File: config.mk
export PLATFORM = sky130hd
export DESIGN_NAME = vadd_seq
export DESIGN_NICKNAME = d
export VERILOG_FILES = /design/src/rtl/vadd_seq.sv
export SDC_FILE = /design/constraint.sdc
export NUM_CORES = 2
export LEC_CHECK = 0
export ABC_AREA = 1
export CORE_AREA = 3 3 303 305
export CTS_BUF_LIST = sky130_fd_sc_hd__clkbuf_8 sky130_fd_sc_hd__clkbuf_16
export DETAILED_ROUTE_END_ITERATION = 12
export DIE_AREA = 0 0 306 308
export GPL_ROUTABILITY_DRIVEN = 0
export GPL_TIMING_DRIVEN = 0
export PLACE_DENSITY = 0.75
export SLEW_MARGIN = 5
export SYNTH_ARGS = -nofsm -noshare
export SYNTH_HDL_FRONTEND = slang
export SYNTH_SLANG_ARGS = --single-unit
File: constraint.sdc
create_clock -name clk -period 39.4 [get_ports clk]
set_clock_uncertainty 0.15 [all_clocks]
set_input_delay 3.94 -clock clk [delete_from_list [all_inputs] [get_ports clk]]
set_output_delay 3.94 -clock clk [all_outputs]
set_load 0.02 [all_outputs]
File: src/rtl/vadd_seq.sv
// vadd_seq: sequential half-precision vector adder. One shared FADD processes
//   lane 0..vlen in turn, one lane per clock. Latency: done is high vlen+2 cycles after start.
// Flow control: start is taken only in IDLE or DONE and is ignored while busy.
//
// Ports:
//   clk, rst          single clock, synchronous active-high reset
//   start             begin an operation (sampled in IDLE/DONE only)
//   vlen[3:0]         active lanes minus one, latched with start
//   a, b [LANES*W]    operand vectors, lane i at [W*i +: W], latched with start
//   sum  [LANES*W]    registered result; lanes above vlen read zero
//   busy              high while lanes are being processed (RUN)
//   done              one-cycle pulse when sum/g_flag_op are final
//   g_flag_op         OR of the adder flag over all active lanes

// fadd: combinational IEEE-754 binary16 adder, round-to-nearest-even.
//   Latency: none (pure combinational).
// Flow control: not applicable. flag marks overflow to infinity or an invalid inf-inf.
//
// Ports: a, b operands; sum result; flag overflow/invalid indication.
module fadd (
    input  logic [15:0] a,
    input  logic [15:0] b,
    output logic [15:0] sum,
    output logic        flag
);

    logic        w_a_nan;
    logic        w_b_nan;
    logic        w_a_inf;
    logic        w_b_inf;
    logic        w_swap;
    logic [15:0] w_x;       // larger magnitude operand
    logic [15:0] w_y;       // smaller magnitude operand
    logic [5:0]  w_ex;
    logic [5:0]  w_ey;
    logic [5:0]  w_d;
    logic [10:0] w_mx;
    logic [10:0] w_my;
    logic [27:0] w_shift;
    logic [13:0] w_al;
    logic        w_st;
    logic        w_sub;
    logic [14:0] w_s;
    logic [3:0]  w_lz;
    logic [5:0]  w_sh;
    logic [5:0]  w_en;
    logic [5:0]  w_ef;
    logic [13:0] w_n;
    logic        w_rup;
    logic [11:0] w_m12;
    logic [9:0]  w_fr;

    function automatic logic [3:0] lzc14(input logic [13:0] v);
        logic [3:0] r;
        r = 4'd14;
        for (int i = 0; i < 14; i++) begin
            if (v[i]) r = 4'(13 - i);
        end
        return r;
    endfunction

    assign w_a_nan = (&a[14:10]) & (|a[9:0]);
    assign w_b_nan = (&b[14:10]) & (|b[9:0]);
    assign w_a_inf = (&a[14:10]) & ~(|a[9:0]);
    assign w_b_inf = (&b[14:10]) & ~(|b[9:0]);

    // Order by magnitude so the aligned subtraction never goes negative and
    // the result sign is simply the sign of the larger operand.
    assign w_swap = (b[14:0] > a[14:0]);
    assign w_x    = w_swap ? b : a;
    assign w_y    = w_swap ? a : b;

    // Subnormals share the exponent of the smallest normal (1) with no hidden bit.
    assign w_ex  = (w_x[14:10] == 5'd0) ? 6'd1 : {1'b0, w_x[14:10]};
    assign w_ey  = (w_y[14:10] == 5'd0) ? 6'd1 : {1'b0, w_y[14:10]};
    assign w_mx  = {|w_x[14:10], w_x[9:0]};
    assign w_my  = {|w_y[14:10], w_y[9:0]};
    assign w_d   = w_ex - w_ey;
    assign w_sub = w_x[15] ^ w_y[15];

    // Alignment keeps guard/round bits plus a sticky bit folded into the LSB;
    // that is enough information for correct nearest-even rounding.
    always_comb begin
        w_shift = {w_my, 17'd0} >> w_d;
        if (w_d >= 6'd14) begin
            w_al = '0;
            w_st = |w_my;
        end else begin
            w_al = w_shift[27:14];
            w_st = |w_shift[13:0];
        end
    end

    assign w_s = w_sub ? ({1'b0, w_mx, 3'b000} - {1'b0, w_al[13:1], w_al[0] | w_st})
                       : ({1'b0, w_mx, 3'b000} + {1'b0, w_al[13:1], w_al[0] | w_st});

    // Normalise: carry-out shifts right one place; cancellation shifts left,
    // but never below exponent 1 so tiny results become subnormal.
    always_comb begin
        w_lz = lzc14(w_s[13:0]);
        w_sh = '0;
        if (w_s[14]) begin
            w_n  = {w_s[14:2], w_s[1] | w_s[0]};
            w_en = w_ex + 6'd1;
        end else begin
            w_sh = ({2'b00, w_lz} > (w_ex - 6'd1)) ? (w_ex - 6'd1) : {2'b00, w_lz};
            w_n  = w_s[13:0] << w_sh;
            w_en = w_ex - w_sh;
        end
    end

    // Round to nearest even; a mantissa carry bumps the exponent, and a
    // subnormal that rounds up into the hidden bit becomes exponent 1.
    always_comb begin
        w_rup = w_n[2] & (w_n[1] | w_n[0] | w_n[3]);
        w_m12 = {1'b0, w_n[13:3]} + {11'd0, w_rup};
        if (w_m12[11]) begin
            w_ef = w_en + 6'd1;
            w_fr = w_m12[10:1];
        end else if (w_m12[10]) begin
            w_ef = w_en;
            w_fr = w_m12[9:0];
        end else begin
            w_ef = 6'd0;
            w_fr = w_m12[9:0];
        end
    end

    always_comb begin
        sum  = {w_x[15], w_ef[4:0], w_fr};
        flag = 1'b0;
        if (w_a_nan || w_b_nan) begin
            sum = 16'h7E00;
        end else if (w_a_inf && w_b_inf && (a[15] != b[15])) begin
            sum  = 16'h7E00;
            flag = 1'b1;
        end else if (w_a_inf) begin
            sum = a;
        end else if (w_b_inf) begin
            sum = b;
        end else if (w_s == 15'd0) begin
            // Exact zero is +0 unless both inputs were -0.
            sum = {a[15] & b[15], 15'd0};
        end else if (w_ef >= 6'd31) begin
            sum  = {w_x[15], 5'h1F, 10'd0};
            flag = 1'b1;
        end
    end

endmodule

module vadd_seq #(
    parameter int LANES = 16,
    parameter int W     = 16
) (
    input  logic               clk,
    input  logic               rst,
    input  logic               start,
    input  logic [3:0]         vlen,
    input  logic [LANES*W-1:0] a,
    input  logic [LANES*W-1:0] b,
    output logic [LANES*W-1:0] sum,
    output logic               busy,
    output logic               done,
    output logic               g_flag_op
);

    typedef enum logic [1:0] {
        S_IDLE = 2'd0,
        S_RUN  = 2'd1,
        S_DONE = 2'd2
    } state_t;

    state_t             r_state;
    state_t             w_next;
    logic               w_accept;
    logic               w_last;
    logic [LANES*W-1:0] r_a;
    logic [LANES*W-1:0] r_b;
    logic [3:0]         r_vlen;
    logic [3:0]         r_idx;
    logic [LANES*W-1:0] r_sum;
    logic               r_flag;
    logic [W-1:0]       w_op_a;
    logic [W-1:0]       w_op_b;
    logic [15:0]        w_fadd_sum;
    logic               w_fadd_flag;

    assign w_accept = start && ((r_state == S_IDLE) || (r_state == S_DONE));
    assign w_last   = (r_idx == r_vlen);

    // State register
    always_ff @(posedge clk) begin
        if (rst) r_state <= S_IDLE;
        else     r_state <= w_next;
    end

    // Next-state logic
    always_comb begin
        w_next = r_state;
        case (r_state)
            S_IDLE:  if (w_accept) w_next = S_RUN;
            S_RUN:   if (w_last)   w_next = S_DONE;
            S_DONE:  w_next = w_accept ? S_RUN : S_IDLE;
            default: w_next = S_IDLE;
        endcase
    end

    // Output logic
    always_comb begin
        busy = (r_state == S_RUN);
        done = (r_state == S_DONE);
    end

    // Lane select feeding the single shared adder.
    always_comb begin
        w_op_a = '0;
        w_op_b = '0;
        for (int i = 0; i < LANES; i++) begin
            if (r_idx == 4'(i)) begin
                w_op_a = r_a[i*W +: W];
                w_op_b = r_b[i*W +: W];
            end
        end
    end

    fadd u_fadd (
        .a    (w_op_a),
        .b    (w_op_b),
        .sum  (w_fadd_sum),
        .flag (w_fadd_flag)
    );

    // Datapath. Clearing sum on accept is what makes inactive lanes read zero.
    always_ff @(posedge clk) begin
        if (rst) begin
            r_a    <= '0;
            r_b    <= '0;
            r_vlen <= '0;
            r_idx  <= '0;
            r_sum  <= '0;
            r_flag <= 1'b0;
        end else if (w_accept) begin
            r_a    <= a;
            r_b    <= b;
            r_vlen <= vlen;
            r_idx  <= '0;
            r_sum  <= '0;
            r_flag <= 1'b0;
        end else if (r_state == S_RUN) begin
            for (int i = 0; i < LANES; i++) begin
                if (r_idx == 4'(i)) r_sum[i*W +: W] <= w_fadd_sum;
            end
            r_flag <= r_flag | w_fadd_flag;
            // Hold at the last lane so the 4-bit index never wraps.
            if (!w_last) r_idx <= r_idx + 4'd1;
        end
    end

    assign sum       = r_sum;
    assign g_flag_op = r_flag;

endmodule

==> impl_metrics.py <==
metrics = {
    "die": {
        "core_area_mm2": 0.08960,
        "rows": 110,
        "initial_core_util_pct": 42.25,
        "die_area_mm2": 0.09425,
        "ios": 778,
        "die_x_um": 306,
        "die_h_um": 308,
    },
    "layout": {
        "area_growth_syn_to_layout_pct": 32.21,
        "final_cell_area_mm2": 0.05005,
        "fin_nets": 7060,
        "drive_above_1_share_pct": 6.537,
    },
    "global_route": {
        "grt_pass1_wl_um": 238700,
        "grt-ovfl-total": 0,
        "grt_pass1_vias": 39101,
        "grtUsageTotal_pct": 33.49,
        "grt_max_degree": 15,
        "antenna_found_initial": 31,
    },
    "worst_hold_path": {
        "min_from": "r_b[255]",
        "hold_depth": 2,
        "min_path_type": "reg -> reg",
        "holdPathEnd": "r_b[255]",
    },
    "critical_path": {
        "r2r-start": "r_idx[1]",
        "slowest_delay_ps": 510,
        "critPathLaunchType": "register",
        "end_kind": "register",
        "regToRegEndpoint": "sum[94]",
        "cp_data_arrival_time_ps": 17250,
        "crit_top_cell": "nand2_1",
        "crit_fanout": 10,
        "rr_worst_depth": 91,
        "slowest_stage": "clkbuf_1",
        "worstSetupPathType": "reg -> reg",
        "rrSetupSlack_ps": 22530,
        "crit_required_ps": 39780,
    },
    "outcome": {
        "status": "complete, no violations",
    },
    "timing": {
        "fin_crit_ps": 16870,
        "slew_headroom_pct": 22.50,
        "finalSetupTns_ps": 0,
        "finalCritPeriodShare_pct": 42.81,
        "finalHoldViolations": 0,
        "slew_violations": 0,
        "worst_hold_slack_ps": 304.8,
        "setup_viol": 0,
        "worst_slack_ps": 22530,
        "clock.fmax_mhz": 59.29,
        "tightest_slew_ps": 1162,
        "rsz0062_at_grt": "false",
    },
    "route": {
        "drc": 0,
        "drtIter0Drc": 4820,
        "drtPass1Iterations": 7,
        "ant_nets": 0,
        "wl_um": 166000,
        "vias": 42257,
        "avgRoutedWirePerCell_um": 21.45,
        "routed_via_density": 5.460,
    },
    "clock_tree": {
        "clkTransAtPathRegs_ps": 60,
        "htree_levels": 3,
        "clockBufferDepth": 3,
        "cts_buffers": 83,
        "clk_latency_ps": 660,
        "cts_tree": "built",
        "cts_setup_buffers": 0,
        "cts_resized": 0,
        "cts_root_buffer": "clkbuf_16",
        "postCtsHoldBufs": 0,
        "cts.sinks": 779,
    },
    "logic_synthesis": {
        "synth_warnings": 0,
        "syn-num-nets": 6198,
        "syn_area_per_cell_um2": 6.740,
        "synth_top_area_share_pct": 41.19,
        "synthDistinctLibCells": 67,
        "synth_cells": 5617,
        "synth.most_common_cell": "nor2_1",
        "synthArstFlopShare_pct": 0,
        "seq_area_frac_synth_pct": 41.19,
        "yosys_register_bits": 779,
        "synth_largest_area_cell": "dfxtp_1",
        "netlist_area_mm2": 0.03786,
        "ys.flop_type": "dfxtp_1",
        "synth-edff-count": 0,
        "netlist_top_cells_count": "nor2_1 (1,382), nand2_1 (927), o21ai_0 (793)",
        "netlist_top_cells_area": "dfxtp_1 (41%), nor2_1 (14%), o21ai_0 (10%)",
    },
    "placement": {
        "portBuffers": 777,
        "place_area_mm2": 0.04711,
        "dp_hpwl_um": 133100,
        "pre_cts_ws_ps": 23040,
    },
    "job": {
        "maxCapViolCount": 0,
    },
}
[kinds of logic after synthesis]
| group | count (synthesis) | share of synthesized area (%) |
|---|---|---|
| simple gates | 2889 | 32.03 |
| compound gates | 1167 | 16.50 |
| xor+xnor | 30 | 0.7535 |
| buf+inv | 689 | 7.390 |
| fa+ha+maj | 62 | 2.109 |
| mux | 1 | 0.02644 |
| flops | 779 | 41.19 |
[cell usage in the layout (no fill, tap or decap), drive strengths merged, types with 4 or more instances in the layout]
cell type and instances:
inv 323, nor2 1402, a21oi 292, nor4 10, o21ai 816, a21o 4
o21bai 8, diode 16, clkinv 24, nand2 960, nand3 373, xor2 20
or2 73, xnor2 10, ha 59, clkbuf 394, nor3 10, dfxtp 779
nand4 51, o211ai 22, clkdlybuf4s50 777, bufinv 7, a211oi 4, o31ai 5
buf 91
[through the flow]
step,utilization [%],cells
after global routing,55.84,7732
after CTS,55.82,7723
final,55.86,7739
after global placement,52.58,7570
after floorplan,-,5617
after detailed placement,52.58,7570
[state kept, by name, indices dropped and copies added, names as in the netlist]
signal and flops:
r_idx 4, r_a 256, r_vlen 4, g_flag_op 1
r_state 2, r_b 256, sum 256
[critical path, delay by kind of cell, from the launching register on]
| family | cells | cell delay (ps) |
|---|---|---|
| AO/OA/AOI/OAI | 23 | 4010 |
| AND/OR/NAND/NOR | 38 | 5300 |
| buffers and inverters | 19 | 3610 |
| adder cells (fa/ha/maj) | 8 | 2510 |
| XOR/XNOR | 3 | 770 |
| flip-flops | 1 | 350 |
[how the worst max path moves through the flow]
stage                        start  endpoint  cells after the start
after floorplan           r_idx[1]  sum[139]                     96
after global placement    r_idx[1]   sum[78]                     91
after detailed placement  r_idx[1]   sum[62]                     91
after CTS                 r_idx[0]   sum[94]                     83
after global routing      r_idx[1]   sum[94]                     95
final                     r_idx[1]   sum[94]                     91
[area by class of cell]
| cell class | count | area [µm²] |
|---|---|---|
| Clock inverter | 51 | 568.0 |
| Buffer | 383 | 1648 |
| Fill cell | 8460 | 39550 |
| Sequential cell | 779 | 15600 |
| Antenna cell | 16 | 40.04 |
| Timing Repair Buffer | 777 | 7777 |
| Tap cell | 1176 | 1471 |
| Clock buffer | 102 | 2338 |
| Inverter | 306 | 1150 |
| Multi-Input combinational cell | 4149 | 19460 |
[layer usage]
layer  vias up  part of all wire [%]  GRT usage, %
met1     19428                    37         39.20
met2      2348                    45         55.58
li1      19916                     -             -
met3       547                   9.8         7.375
met4        18                   7.2         21.70
met5         -                 0.073             0
Power is left out: the tool's default activity adds up to more than one toggle a clock period on the data nets, which glitch-free logic cannot reach.
